File: config.mk
export PLATFORM = sky130hd
export DESIGN_NAME = cache_miss_sequencer
export DESIGN_NICKNAME = d
export VERILOG_FILES = /design/src/rtl/cache_miss_sequencer.sv
export SDC_FILE = /design/constraint.sdc
export NUM_CORES = 1
export LEC_CHECK = 0
export CORE_MARGIN = 2
export CORE_UTILIZATION = 35
export DETAILED_ROUTE_END_ITERATION = 10
export PLACE_DENSITY_LB_ADDON = 0.1
export RECOVER_POWER = 100
export REMOVE_ABC_BUFFERS = 1
export SLEW_MARGIN = 25
export SYNTH_ARGS = -nofsm -noshare
export SYNTH_HDL_FRONTEND = slang
export SYNTH_SLANG_ARGS = --single-unit
File: constraint.sdc
create_clock -name clk -period 1.75 [get_ports clk]
set_input_delay 0.35 -clock clk [delete_from_list [all_inputs] [get_ports clk]]
set_output_delay 0.35 -clock clk [all_outputs]
set_load 0.01 [all_outputs]
File: src/rtl/cache_miss_sequencer.sv
// Cache controller FSM: tag lookup, dirty-victim writeback, line fetch/fill, then CPU access.
// Optional performance counters are compiled in with `define CACHE_PERF_COUNTERS_EN.
module cache_miss_sequencer #(
  parameter int unsigned ADDRESS_WIDTH = 32,
  parameter int unsigned BLOCK_SIZE    = 32,
  parameter int unsigned NUM_WAYS      = 4,
  parameter int unsigned COUNTER_WIDTH = 8,
  localparam int unsigned AW = ADDRESS_WIDTH,
  localparam int unsigned WW = (NUM_WAYS > 1) ? $clog2(NUM_WAYS) : 1,
  localparam int unsigned CW = COUNTER_WIDTH
) (
  input  logic          clk,
  input  logic          rst_n,
  input  logic          request,
  input  logic          read,
  input  logic          write,
  input  logic [AW-1:0] cpuRequestAddress,
  output logic          lookupEnable,
  output logic [AW-1:0] lookupAddress,
  input  logic          hit,
  input  logic [WW-1:0] hitWay,
  input  logic [WW-1:0] victimWay,
  input  logic          victimDirty,
  input  logic [AW-1:0] victimAddress,
  output logic          writeBackReq,
  output logic [AW-1:0] writeBackAddress,
  input  logic          writeBackAck,
  output logic          fetchReq,
  output logic [AW-1:0] fetchAddress,
  input  logic          fetchValid,
  output logic          fillEnable,
  output logic [WW-1:0] fillWay,
  output logic          accessEnable,
  output logic          accessWrite,
  output logic [WW-1:0] accessWay,
  output logic          readyToSend,
  output logic          busy,
  output logic [CW-1:0] hitCount,
  output logic [CW-1:0] missCount,
  output logic [CW-1:0] writeBackCount
);

  localparam logic [2:0] S_IDLE      = 3'd0;
  localparam logic [2:0] S_LOOKUP    = 3'd1;
  localparam logic [2:0] S_WRITEBACK = 3'd2;
  localparam logic [2:0] S_FETCH     = 3'd3;
  localparam logic [2:0] S_FILL      = 3'd4;
  localparam logic [2:0] S_RESPOND   = 3'd5;

  localparam logic [AW-1:0] OFFSET_MASK = AW'(BLOCK_SIZE - 1);

  logic [2:0]    state_q, state_d;
  logic          write_q, write_d;
  logic [WW-1:0] victim_way_q, victim_way_d;
  logic          lookup_enable_q, lookup_enable_d;
  logic [AW-1:0] lookup_address_q, lookup_address_d;
  logic          write_back_req_q, write_back_req_d;
  logic [AW-1:0] write_back_address_q, write_back_address_d;
  logic          fetch_req_q, fetch_req_d;
  logic [AW-1:0] fetch_address_q, fetch_address_d;
  logic          fill_enable_q, fill_enable_d;
  logic [WW-1:0] fill_way_q, fill_way_d;
  logic          access_enable_q, access_enable_d;
  logic          access_write_q, access_write_d;
  logic [WW-1:0] access_way_q, access_way_d;
  logic          ready_to_send_q, ready_to_send_d;
  logic          busy_q, busy_d;

  // Next state plus registered outputs decoded from the state being entered.
  always_comb begin
    state_d              = state_q;
    write_d              = write_q;
    victim_way_d         = victim_way_q;
    lookup_address_d     = lookup_address_q;
    write_back_address_d = write_back_address_q;
    fetch_address_d      = fetch_address_q;
    access_way_d         = access_way_q;
    fill_way_d           = fill_way_q;

    case (state_q)
      S_IDLE: begin
        if (request && (read ^ write)) begin
          state_d          = S_LOOKUP;
          write_d          = write;
          lookup_address_d = cpuRequestAddress;
          fetch_address_d  = cpuRequestAddress & ~OFFSET_MASK;
        end
      end
      S_LOOKUP: begin
        if (hit) begin
          state_d      = S_RESPOND;
          access_way_d = hitWay;
        end else begin
          victim_way_d         = victimWay;
          write_back_address_d = victimAddress;
          state_d              = victimDirty ? S_WRITEBACK : S_FETCH;
        end
      end
      S_WRITEBACK: if (writeBackAck) state_d = S_FETCH;
      S_FETCH:     if (fetchValid) state_d = S_FILL;
      S_FILL: begin
        state_d      = S_RESPOND;
        access_way_d = victim_way_q;
      end
      S_RESPOND: state_d = S_IDLE;
      default:   state_d = S_IDLE;
    endcase

    if (state_d == S_FILL) fill_way_d = victim_way_q;

    lookup_enable_d  = (state_d == S_LOOKUP);
    write_back_req_d = (state_d == S_WRITEBACK);
    fetch_req_d      = (state_d == S_FETCH);
    fill_enable_d    = (state_d == S_FILL);
    access_enable_d  = (state_d == S_RESPOND);
    access_write_d   = (state_d == S_RESPOND) && write_q;
    ready_to_send_d  = (state_d == S_RESPOND);
    busy_d           = (state_d != S_IDLE);
  end

  // Async reset clears every request line on the same edge it arrives.
  always_ff @(posedge clk or negedge rst_n) begin
    if (!rst_n) begin
      state_q              <= S_IDLE;
      write_q              <= 1'b0;
      victim_way_q         <= '0;
      lookup_enable_q      <= 1'b0;
      lookup_address_q     <= '0;
      write_back_req_q     <= 1'b0;
      write_back_address_q <= '0;
      fetch_req_q          <= 1'b0;
      fetch_address_q      <= '0;
      fill_enable_q        <= 1'b0;
      fill_way_q           <= '0;
      access_enable_q      <= 1'b0;
      access_write_q       <= 1'b0;
      access_way_q         <= '0;
      ready_to_send_q      <= 1'b0;
      busy_q               <= 1'b0;
    end else begin
      state_q              <= state_d;
      write_q              <= write_d;
      victim_way_q         <= victim_way_d;
      lookup_enable_q      <= lookup_enable_d;
      lookup_address_q     <= lookup_address_d;
      write_back_req_q     <= write_back_req_d;
      write_back_address_q <= write_back_address_d;
      fetch_req_q          <= fetch_req_d;
      fetch_address_q      <= fetch_address_d;
      fill_enable_q        <= fill_enable_d;
      fill_way_q           <= fill_way_d;
      access_enable_q      <= access_enable_d;
      access_write_q       <= access_write_d;
      access_way_q         <= access_way_d;
      ready_to_send_q      <= ready_to_send_d;
      busy_q               <= busy_d;
    end
  end

  assign lookupEnable     = lookup_enable_q;
  assign lookupAddress    = lookup_address_q;
  assign writeBackReq     = write_back_req_q;
  assign writeBackAddress = write_back_address_q;
  assign fetchReq         = fetch_req_q;
  assign fetchAddress     = fetch_address_q;
  assign fillEnable       = fill_enable_q;
  assign fillWay          = fill_way_q;
  assign accessEnable     = access_enable_q;
  assign accessWrite      = access_write_q;
  assign accessWay        = access_way_q;
  assign readyToSend      = ready_to_send_q;
  assign busy             = busy_q;

`ifdef CACHE_PERF_COUNTERS_EN
  logic [CW-1:0] hit_count_q, hit_count_d;
  logic [CW-1:0] miss_count_q, miss_count_d;
  logic [CW-1:0] write_back_count_q, write_back_count_d;

  // Saturating event counters; they stick at all-ones rather than wrap.
  always_comb begin
    hit_count_d        = hit_count_q;
    miss_count_d       = miss_count_q;
    write_back_count_d = write_back_count_q;
    if (state_q == S_LOOKUP) begin
      if (hit) begin
        if (hit_count_q != '1) hit_count_d = hit_count_q + CW'(1);
      end else begin
        if (miss_count_q != '1) miss_count_d = miss_count_q + CW'(1);
      end
    end
    if ((state_q == S_WRITEBACK) && writeBackAck && (write_back_count_q != '1))
      write_back_count_d = write_back_count_q + CW'(1);
  end

  always_ff @(posedge clk or negedge rst_n) begin
    if (!rst_n) begin
      hit_count_q        <= '0;
      miss_count_q       <= '0;
      write_back_count_q <= '0;
    end else begin
      hit_count_q        <= hit_count_d;
      miss_count_q       <= miss_count_d;
      write_back_count_q <= write_back_count_d;
    end
  end

  assign hitCount       = hit_count_q;
  assign missCount      = miss_count_q;
  assign writeBackCount = write_back_count_q;
`else
  assign hitCount       = '0;
  assign missCount      = '0;
  assign writeBackCount = '0;
`endif

endmodule

==> results.cfg <==
[job]
drv_cap = 0

[sta]
slew_viol_final = 0
holdWs_ps = 501.9
fmax_ghz = 0.5883
fin_tns_setup_ps = 0
finClkSkew_ps = 6.594
tightest_slew_ps = 843.5
relSlewSlack = 0.4377
min_period_ps = 1700
finalHoldViolCount = 0
setup-violations-final = 0
grt_setup_unrepaired = false
finalCritPeriodShare = 0.9714

[finish]
design_area_um2 = 5564
drive_gt1_frac = 0.2225
antenna_cells = 0
area_delta_synth_final_pct = 50.19
stdcell_count = 563
nets = 499

[global_route]
antenna_found_initial = 0
grt_pass1_wl_mm = 12.77
grt_pass1_vias = 2491
grtUsageTotal = 0.1453
overflow = 0
grt_max_degree = 35

[worst_setup_path]
crit_path_top_delay_cell = dlygate4sd3_1
cp.required_ps = 1400
slowest_delay_ps = 620
path_cells = dlygate4sd3_1
crit_buf_inv = 1
critPathLaunchType = register
cp_top_family = buffers and inverters
cp_data_arrival_time_ps = 1350
end_kind = output port
crit_type = register to output port
crit_fanout = 1

[pwr]
p_per_area_nw_per_um2 = 1711
max-vdd-ir-drop_mv = 0.8277
total_power_mw = 9.518
leakage_nw = 2.392

[clock_tree]
clkLatencyLatePin_ps = 360
path_clk_slew_ps = 90
clock_sinks = 81
cts_max_path_buffers = 2
cts-root-buf = clkbuf_8
cts_buffers = 9
cts_tree = built
htree_levels = 3

[routing]
highest_layer = met4
wl_met1_mm = 3.099
wl_per_cell_um = 14.09
wl_met2_mm = 4.120
met3_length_um = 513
drtIter0Drc = 40
final_antenna_net_count = 0
via_count = 2445
drt-pass1-iter-count = 4
drt-total-wl_mm = 7.933
drc = 0
viasPerCell = 4.343

[die]
die_y_um = 106.9
die_w_um = 106.9
num_io_pins = 209
start_util = 0.3589
rows = 37
core-area_um2 = 10320
fp.dieArea_um2 = 11420

[synthesis]
synthDistinctLibCells = 32
synth_area_um2 = 3705
ys_seq_area_frac = 0.5471
synth_top_area_share = 0.5471
synthCells = 255
synth_flop_cell = dfrtp_1
synth_top_cells_by_area = dfrtp_1 55%, mux2_2 14%, buf_4 12%
ys_ff_latch = 81
ys_warn_count = 0
synth_area_leader_cell = dfrtp_1
synth_edf_count = 0
synth.avg_cell_area_um2 = 14.53
ys_async_sr_fraction = 1.000

[place]
dp_hpwl_mm = 6.007
numPortBuffers = 179
gp_congestion = 0.6959
placed_area_um2 = 5380
dp_cells = 544

[outcome]
status = finished, final reports clean

[hold_path]
hold_class = register to register
==> layout make-up <==
| type | count | area (um2) |
|---|---|---|
| Fill cell | 925 | 4760 |
| Multi-Input combinational cell | 132 | 1182 |
| Timing Repair Buffer | 194 | 1961 |
| Inverter | 4 | 15.01 |
| Clock buffer | 10 | 137.6 |
| Clock inverter | 6 | 67.56 |
| Sequential cell | 81 | 2031 |
| Tap cell | 136 | 170.2 |
==> cell families after synthesis <==
kind of cell	synth area share
compound gates	0.01554
xor+xnor	0.004729
buf+inv	0.1503
flops	0.5471
mux	0.2391
other cells	0.001012
simple gates	0.04222
==> synth_stat cells, types with 2 or more instances <==
library cell,count
a21oi_1,2
nor3b_1,2
mux2_2,47
mux2_4,20
nand3b_1,2
or2_2,3
dfrtp_1,81
buf_12,3
inv_1,4
nand2b_1,4
nand2_1,2
nor2_1,2
buf_4,60
mux2_1,5
==> registers in the layout, indices dropped and copies added, names as in the netlist <==
signal            count
busy                  1
lookupEnable          1
victim_way_q          2
lookupAddress        32
accessWay             2
write_q               1
readyToSend           1
writeBackAddress     32
fetchReq              1
fillWay               2
state_q               3
accessWrite           1
fillEnable            1
writeBackReq          1
==> path summary, 6_finish.rpt <==
| check | start | endpoint | slack, ps | cells past startpoint |
|---|---|---|---|---|
| worst max-delay path | busy | busy | 50 | 1 |
| worst min-delay path | writeBackAddress[29] | writeBackAddress[29] | 500 | 1 |
| worst max register to register | state_q[0] | accessWay[1] | 90 | 4 |
| worst min register to register | writeBackAddress[29] | writeBackAddress[29] | 500 | 1 |
| max in group asynchronous | rst_n | state_q[0] | 440 | 3 |
| min in group asynchronous | rst_n | writeBackAddress[27] | 630 | 2 |
==> where the power goes <==
group / internal [mW] / switching (mW) / total, mW
clock: 0.700 / 0.697 / 1.40
combinational: 3.05 / 1.71 / 4.76
sequential: 2.80 / 0.559 / 3.36
==> placed cells by master, fill, tap and decap left out, types with 3 or more instances in the layout <==
| cell type | count |
|---|---|
| clkdlybuf4s50_1 | 145 |
| dfrtp_1 | 78 |
| mux2_2 | 47 |
| dlygate4sd3_1 | 34 |
| conb_1 | 29 |
| mux2_1 | 15 |
| mux2_4 | 10 |
| clkbuf_8 | 10 |
| buf_12 | 5 |
| buf_4 | 5 |
| nand2b_1 | 4 |
| inv_1 | 4 |
| or2_2 | 3 |
| dfrtp_2 | 3 |
==> metrics by stage <==
stage          utilization  setup slack, ps
2_1_floorplan            -           -279.2
3_3_place_gp        0.5211           -139.7
3_5_place_dp        0.5211           -181.4
4_1_cts             0.5420            28.05
5_1_grt             0.5390            5.011
6_report            0.5390            50.09
==> layer usage <==
layer,up-vias,global-route usage
li1,1108,-
met1,1208,0.1676
met5,-,0
met4,0,0.07421
met2,113,0.2498
met3,16,0.03587
==> repair_timing <==
| item | 4_1_cts | 5_1_grt |
|---|---|---|
| hold endpoints to repair | 28 | 0 |
| setup buffers | 0 | 1 |
| resized for setup | 0 | 3 |
| setup endpoints to repair | 0 | 34 |
| hold buffers | 1 | 0 |
No activity file was read; power rests on OpenSTA's default activity.
